**config.mk**
```make
export PLATFORM = sky130hd
export DESIGN_NAME = ascon_aead_stream
export DESIGN_NICKNAME = d
export VERILOG_FILES = /design/src/rtl/ascon_pkg.sv /design/src/rtl/ascon_permutation.sv /design/src/rtl/ascon_aead_stream.sv
export SDC_FILE = /design/constraint.sdc
export NUM_CORES = 2
export LEC_CHECK = 0
export ABC_AREA = 0
export CELL_PAD_IN_SITES_DETAIL_PLACEMENT = 1
export CELL_PAD_IN_SITES_GLOBAL_PLACEMENT = 1
export CORE_ASPECT_RATIO = 0.5
export CORE_MARGIN = 2
export CORE_UTILIZATION = 30
export CTS_BUF_LIST = sky130_fd_sc_hd__clkbuf_4
export DETAILED_ROUTE_END_ITERATION = 12
export MAX_ROUTING_LAYER = met4
export PLACE_DENSITY_LB_ADDON = 0.12
export SETUP_SLACK_MARGIN = 0.05
export SLEW_MARGIN = 15
export SYNTH_ARGS = -nofsm -noshare
export SYNTH_HDL_FRONTEND = slang
export SYNTH_SLANG_ARGS = --single-unit
```
**constraint.sdc**
```tcl
create_clock -name clk -period 36.4 [get_ports clk]
set_input_delay 7.28 -clock clk [delete_from_list [all_inputs] [get_ports clk]]
set_output_delay 7.28 -clock clk [all_outputs]
set_load 0.005 [all_outputs]
```
**src/rtl/ascon_pkg.sv**
```systemverilog
// ascon_pkg: shared types, constants and the Ascon round function used by the
// AEAD stream datapath and its permutation core.
package ascon_pkg;

  // x0 is element 0, the most-significant 64 bits of the packed 320-bit state.
  typedef logic [0:4][63:0] ascon_state_t;

  typedef enum logic {
    ENCRYPT = 1'b0,
    DECRYPT = 1'b1
  } ascon_mode_e;

  typedef enum logic [2:0] {
    S_IDLE,
    S_AD_WAIT,
    S_AD_PERM,
    S_DOMSEP,
    S_MSG_WAIT,
    S_MSG_OUT,
    S_MSG_PERM,
    S_DONE
  } aead_state_e;

  localparam logic [63:0] DSEP_CONST = 64'h1;
  localparam logic [7:0]  PAD_BYTE   = 8'h80;

  function automatic logic [63:0] ror64(logic [63:0] x, int n);
    return (x >> n) | (x << (64 - n));
  endfunction

  // One Ascon round with round index r (0..11): constant, bitsliced S-box, linear layer.
  function automatic ascon_state_t ascon_round(ascon_state_t s, logic [3:0] r);
    logic [63:0] x0, x1, x2, x3, x4, t0, t1, t2, t3, t4;
    x0 = s[0]; x1 = s[1]; x2 = s[2]; x3 = s[3]; x4 = s[4];
    x2 = x2 ^ {56'h0, ~r, r};
    x0 = x0 ^ x4; x4 = x4 ^ x3; x2 = x2 ^ x1;
    t0 = ~x0 & x1; t1 = ~x1 & x2; t2 = ~x2 & x3; t3 = ~x3 & x4; t4 = ~x4 & x0;
    x0 = x0 ^ t1; x1 = x1 ^ t2; x2 = x2 ^ t3; x3 = x3 ^ t4; x4 = x4 ^ t0;
    x1 = x1 ^ x0; x0 = x0 ^ x4; x3 = x3 ^ x2; x2 = ~x2;
    x0 = x0 ^ ror64(x0, 19) ^ ror64(x0, 28);
    x1 = x1 ^ ror64(x1, 61) ^ ror64(x1, 39);
    x2 = x2 ^ ror64(x2, 1)  ^ ror64(x2, 6);
    x3 = x3 ^ ror64(x3, 10) ^ ror64(x3, 17);
    x4 = x4 ^ ror64(x4, 7)  ^ ror64(x4, 41);
    return {x0, x1, x2, x3, x4};
  endfunction

endpackage

```
**src/rtl/ascon_permutation.sv**
```systemverilog
// ascon_permutation: iterative p^ROUNDS, one round per cycle. A single-cycle
// start_i captures state_i; done_o is high for one cycle when state_o is final.
module ascon_permutation
  import ascon_pkg::*;
#(
  parameter int ROUNDS = 6
) (
  input  logic         clk,
  input  logic         rst,
  input  logic         start_i,
  input  logic [319:0] state_i,
  output logic [319:0] state_o,
  output logic         done_o
);

  ascon_state_t s_q;
  logic [3:0]   rnd_q;
  logic         run_q;

  // Capture on start, then apply the last ROUNDS rounds of the 12-round schedule.
  always_ff @(posedge clk or posedge rst) begin
    if (rst) begin
      s_q   <= '0;
      rnd_q <= '0;
      run_q <= 1'b0;
    end else if (start_i) begin
      s_q   <= state_i;
      rnd_q <= '0;
      run_q <= 1'b1;
    end else if (run_q) begin
      if (rnd_q == 4'(ROUNDS)) begin
        run_q <= 1'b0;
      end else begin
        s_q   <= ascon_round(s_q, 4'(12 - ROUNDS) + rnd_q);
        rnd_q <= rnd_q + 4'd1;
      end
    end
  end

  assign state_o = s_q;
  assign done_o  = run_q && (rnd_q == 4'(ROUNDS));

endmodule

```
**src/rtl/ascon_aead_stream.sv**
```systemverilog
// ascon_aead_stream: absorbs ad_len AD blocks into the initialized Ascon state,
// applies domain separation, then encrypts/decrypts msg_len message blocks over
// valid/ready streams and returns the pre-finalization state.
// Optional macro ASCON_PARTIAL_LAST_EN adds in_last_bytes for a padded,
// partial last message block (0 means a full 8-byte block).
module ascon_aead_stream
  import ascon_pkg::*;
#(
  parameter int MAX_AD_BLOCKS  = 8,
  parameter int MAX_MSG_BLOCKS = 8,
  parameter int PB_ROUNDS      = 6,
  localparam int AD_W  = $clog2(MAX_AD_BLOCKS + 1),
  localparam int MSG_W = $clog2(MAX_MSG_BLOCKS + 1)
) (
  input  logic             clk,
  input  logic             rst,
  input  logic             start,
  input  logic             mode,
  input  logic [AD_W-1:0]  ad_len,
  input  logic [MSG_W-1:0] msg_len,
  input  logic [319:0]     state_in,
  input  logic             in_valid,
  output logic             in_ready,
  input  logic [63:0]      in_data,
`ifdef ASCON_PARTIAL_LAST_EN
  input  logic [2:0]       in_last_bytes,
`endif
  output logic             out_valid,
  input  logic             out_ready,
  output logic [63:0]      out_data,
  output logic [319:0]     state_out,
  output logic             busy,
  output logic             done
);

  aead_state_e      fsm_q, fsm_d;
  ascon_mode_e      mode_q, mode_d;
  logic [AD_W-1:0]  ad_len_q, ad_len_d, ad_cnt_q, ad_cnt_d;
  logic [MSG_W-1:0] msg_len_q, msg_len_d, msg_cnt_q, msg_cnt_d;
  ascon_state_t     st_q, st_d, state_out_q, state_out_d;
  logic [63:0]      out_q, out_d;
  logic             perm_start, perm_done;
  logic [319:0]     perm_state;
  logic [63:0]      blk_mask, blk_pad;

`ifdef ASCON_PARTIAL_LAST_EN
  logic       last_blk;
  logic [3:0] nbytes;
  assign last_blk = (msg_cnt_q + MSG_W'(1)) == msg_len_q;
  assign nbytes   = (last_blk && in_last_bytes != 3'd0) ? {1'b0, in_last_bytes} : 4'd8;
  assign blk_mask = ~(64'hFFFF_FFFF_FFFF_FFFF >> {nbytes, 3'b000});
  assign blk_pad  = (nbytes == 4'd8) ? 64'h0
                  : ({56'h0, PAD_BYTE} << (7'd56 - {nbytes, 3'b000}));
`else
  assign blk_mask = '1;
  assign blk_pad  = '0;
`endif

  ascon_permutation #(.ROUNDS(PB_ROUNDS)) u_perm (
    .clk    (clk),
    .rst    (rst),
    .start_i(perm_start),
    .state_i(st_d),
    .state_o(perm_state),
    .done_o (perm_done)
  );

  // Next-state, datapath update and handshake outputs of the block FSM.
  always_comb begin
    fsm_d       = fsm_q;
    mode_d      = mode_q;
    ad_len_d    = ad_len_q;
    msg_len_d   = msg_len_q;
    ad_cnt_d    = ad_cnt_q;
    msg_cnt_d   = msg_cnt_q;
    st_d        = st_q;
    out_d       = out_q;
    state_out_d = state_out_q;
    perm_start  = 1'b0;
    in_ready    = 1'b0;
    out_valid   = 1'b0;
    done        = 1'b0;
    busy        = 1'b1;
    unique case (fsm_q)
      S_IDLE: begin
        busy = 1'b0;
        if (start) begin
          mode_d    = ascon_mode_e'(mode);
          ad_len_d  = ad_len;
          msg_len_d = msg_len;
          st_d      = state_in;
          ad_cnt_d  = '0;
          msg_cnt_d = '0;
          fsm_d     = (ad_len != '0) ? S_AD_WAIT : S_DOMSEP;
        end
      end
      S_AD_WAIT: begin
        in_ready = 1'b1;
        if (in_valid) begin
          st_d[0]    = st_q[0] ^ in_data;
          ad_cnt_d   = ad_cnt_q + AD_W'(1);
          perm_start = 1'b1;
          fsm_d      = S_AD_PERM;
        end
      end
      S_AD_PERM: begin
        if (perm_done) begin
          st_d  = perm_state;
          fsm_d = (ad_cnt_q == ad_len_q) ? S_DOMSEP : S_AD_WAIT;
        end
      end
      S_DOMSEP: begin
        st_d[4] = st_q[4] ^ DSEP_CONST;
        fsm_d   = (msg_len_q != '0) ? S_MSG_WAIT : S_DONE;
      end
      S_MSG_WAIT: begin
        in_ready = 1'b1;
        if (in_valid) begin
          out_d     = (st_q[0] ^ in_data) & blk_mask;
          msg_cnt_d = msg_cnt_q + MSG_W'(1);
          if (mode_q == ENCRYPT) st_d[0] = st_q[0] ^ (in_data & blk_mask) ^ blk_pad;
          else st_d[0] = ((in_data & blk_mask) | (st_q[0] & ~blk_mask)) ^ blk_pad;
          fsm_d = S_MSG_OUT;
        end
      end
      S_MSG_OUT: begin
        out_valid = 1'b1;
        if (out_ready) begin
          if (msg_cnt_q == msg_len_q) begin
            fsm_d = S_DONE;
          end else begin
            perm_start = 1'b1;
            fsm_d      = S_MSG_PERM;
          end
        end
      end
      S_MSG_PERM: begin
        if (perm_done) begin
          st_d  = perm_state;
          fsm_d = S_MSG_WAIT;
        end
      end
      S_DONE: begin
        busy        = 1'b0;
        done        = 1'b1;
        state_out_d = st_q;
        fsm_d       = S_IDLE;
      end
      default: fsm_d = S_IDLE;
    endcase
  end

  // Register FSM, latched operation parameters, counters and the working state.
  always_ff @(posedge clk or posedge rst) begin
    if (rst) begin
      fsm_q       <= S_IDLE;
      mode_q      <= ENCRYPT;
      ad_len_q    <= '0;
      msg_len_q   <= '0;
      ad_cnt_q    <= '0;
      msg_cnt_q   <= '0;
      st_q        <= '0;
      out_q       <= '0;
      state_out_q <= '0;
    end else begin
      fsm_q       <= fsm_d;
      mode_q      <= mode_d;
      ad_len_q    <= ad_len_d;
      msg_len_q   <= msg_len_d;
      ad_cnt_q    <= ad_cnt_d;
      msg_cnt_q   <= msg_cnt_d;
      st_q        <= st_d;
      out_q       <= out_d;
      state_out_q <= state_out_d;
    end
  end

  assign out_data  = out_q;
  assign state_out = state_out_q;

endmodule
```
==> impl_metrics.ini <==
[route]
via_count = 58800
drt-total-wl_mm = 345
vias_per_cell = 5.50
dr.pass1.iters = 5
post_drt_wl_per_cell_um = 32.3
drc = 0
first_iter_violations = 6450
ant_nets = 0

[worst_setup_path]
crit_path_max_fanout = 83
cp.arrival_ps = 4080
end_kind = output pin
start_kind = flip-flop
critPathRequiredTime_ps = 29120
rr_worst_depth = 8
worst-setup-path-type = flip-flop to output pin

[global_route]
grt_pass1_wl_mm = 475
grt_pass1_vias = 58300
antenna_found_initial = 39
grt_overflow = 0
grt_usage_pct = 32.6
grt_max_degree = 152

[floorplan]
start_util_pct = 30.2
die-area_um2 = 212000
io_pins = 786
die_h_um = 327
core-area_um2 = 207000
dieWidth_um = 650
placementRows = 118

[yosys]
ys.flop_type = dfrtp_1
synth.cell_area_um2 = 62500
yosysUniqueCellTypes = 60
seq_area_frac_synth_pct = 42.0
synth-async-reset-ratio_pct = 100
syn_nets = 7518
ys_ff_latch = 1049
yosys_warnings = 0
syn_avg_cell_area_um2 = 8.95
syn_inst = 6986
synth_edf_count = 0

[final_layout]
fillers = 23900
layout-drive-gt1-share_pct = 9.05
final_cell_mix = nand2_1 (1535), dfrtp_1 (1047), xnor2_1 (956)
area_growth_pct = 23.3
regArea_um2 = 26300
final_common_cell = nand2_1
num-nets-final = 8270
multi_input_area_um2 = 34000

[clock_tree]
ctsResizeCount = 0
cts_tree = done
cts_buffers = 289
cts_setup_buffers = 0
clockBufferDepth = 4
postCtsHoldBufs = 0
cts.sinks = 1049
h-tree-depth = 5
path_clk_slew_ps = 70
clk_latency_ps = 1250
root_buffer = clkbuf_4

[timing]
setup_viol = 0
rsz0062_at_grt = no
slew_viol_final = 0
worst_pin_slew_ps = 1330
min_period_ps = 11360
period_share_pct = 31.2
fin_skew_ps = 119
setup_tns_ps = 0
max_slew_margin_pct = 10.9
finalHoldViolations = 0
fmax_mhz = 88.0

[run_status]
status = complete, no violations

[placement]
gp_congestion = 1.06
numPortBuffers = 785
dp_hpwl_mm = 267

[hold_path]
holdPathStages = 2
hp-class = flip-flop to flip-flop

[run]
drv_cap = 0
==> layer usage <==
| layer | track usage [%] | part of all wire, % |
|---|---|---|
| met5 | - | 0 |
| met4 | 8.12 | 2.6 |
| met3 | 9.59 | 10 |
| met2 | 44.5 | 41 |
| met1 | 46.7 | 47 |
==> state kept, by name (all words and copies together) (netlist names) <==
register        cells
ad_len_q            4
out_data           64
ad_cnt_q            4
state_out         320
mode_q              1
u_perm.state_o    320
u_perm.run_q        1
msg_cnt_q           4
msg_len_q           4
fsm_q               3
st_q              320
u_perm.rnd_q        4
==> cell type report <==
cell class                      instances  share of cell area, %
Clock buffer                          410                   3.99
Clock inverter                         47                  0.493
Sequential cell                      1049                   34.0
Tap cell                             2760                   4.48
Inverter                              222                   1.10
Antenna cell                           27                 0.0876
Multi-Input combinational cell       5242                   44.0
Timing Repair Buffer                  934                   11.8
==> final timing paths <==
path,startpoint,endpoint,slack [ps]
max in group asynchronous,rst,st_q[292],25460
min reg2reg,st_q[62],state_out[62],440
min,st_q[62],state_out[62],440
min in group asynchronous,rst,state_out[117],6510
max,fsm_q[0],busy,25040
max reg2reg,fsm_q[0],u_perm.state_o[113],31750
==> critical path, cell delays in order (launching register included) <==
cell             delay [ps]
dfrtp_2                 620
nand3_4                 700
inv_8                   810
nor2_1                  140
clkdlybuf4s50_1         620
==> cells in the mapped netlist, types with 5 or more instances <==
| cell | count | area share [%] |
|---|---|---|
| nand2_1 | 1535 | 9.2 |
| dfrtp_1 | 1049 | 42 |
| xnor2_1 | 986 | 14 |
| o21ai_0 | 407 | 3.3 |
| clkbuf_1 | 348 | 2.1 |
| nor2_1 | 345 | 2.1 |
| a21oi_1 | 339 | 2.7 |
| inv_1 | 221 | 1.3 |
| nor3_1 | 191 | 1.5 |
| a221o_1 | 186 | 3.0 |
| xor2_1 | 186 | 2.6 |
| a22oi_1 | 166 | 2.0 |
| ha_1 | 134 | 2.7 |
| nand3_1 | 103 | 0.82 |
| mux2_2 | 76 | 1.4 |
| buf_2 | 73 | 0.58 |
| o211ai_1 | 66 | 0.79 |
| a221oi_1 | 64 | 0.90 |
| maj3_1 | 57 | 0.91 |
| buf_1 | 49 | 0.29 |
| xnor3_1 | 48 | 1.7 |
| nand2b_1 | 41 | 0.41 |
| o221ai_1 | 36 | 0.50 |
| o22ai_1 | 35 | 0.35 |
| or3_1 | 35 | 0.35 |
| a31oi_1 | 31 | 0.31 |
| a32oi_1 | 28 | 0.39 |
| a211o_1 | 27 | 0.38 |
| o21a_1 | 25 | 0.30 |
| mux2i_1 | 14 | 0.22 |
| and3_1 | 13 | 0.13 |
| nand4_1 | 9 | 0.090 |
| o21ai_1 | 9 | 0.072 |
| nor3b_1 | 7 | 0.084 |
| o311a_1 | 6 | 0.096 |
| a211oi_1 | 5 | 0.060 |
==> cell families after synthesis <==
kind of cell	after synthesis	share of synthesized area, %
muxes	91	1.62
buffers and inverters	695	4.33
adders and majority gates	191	3.59
AOI/OAI and AO/OA	1435	15.2
and+or+nand+nor	2299	15.0
xor gates and xnor gates	1226	18.3
DFF	1049	42.0
==> through the flow <==
step	instance area [um2]	utilization (%)	cells	worst slack, ps	hold WS (ps)
after floorplan	62500	-	6986	14660	439
after global placement	73500	35.5	10200	24050	453
after detailed placement	73500	35.5	10200	24080	461
after CTS	77000	37.2	10700	24850	443
after global routing	77100	37.2	10700	24700	461
final	77100	37.2	10700	25040	438
Power is not shown: default switching activity piles up to over one toggle a cycle in this logic, so the estimate is an artifact.
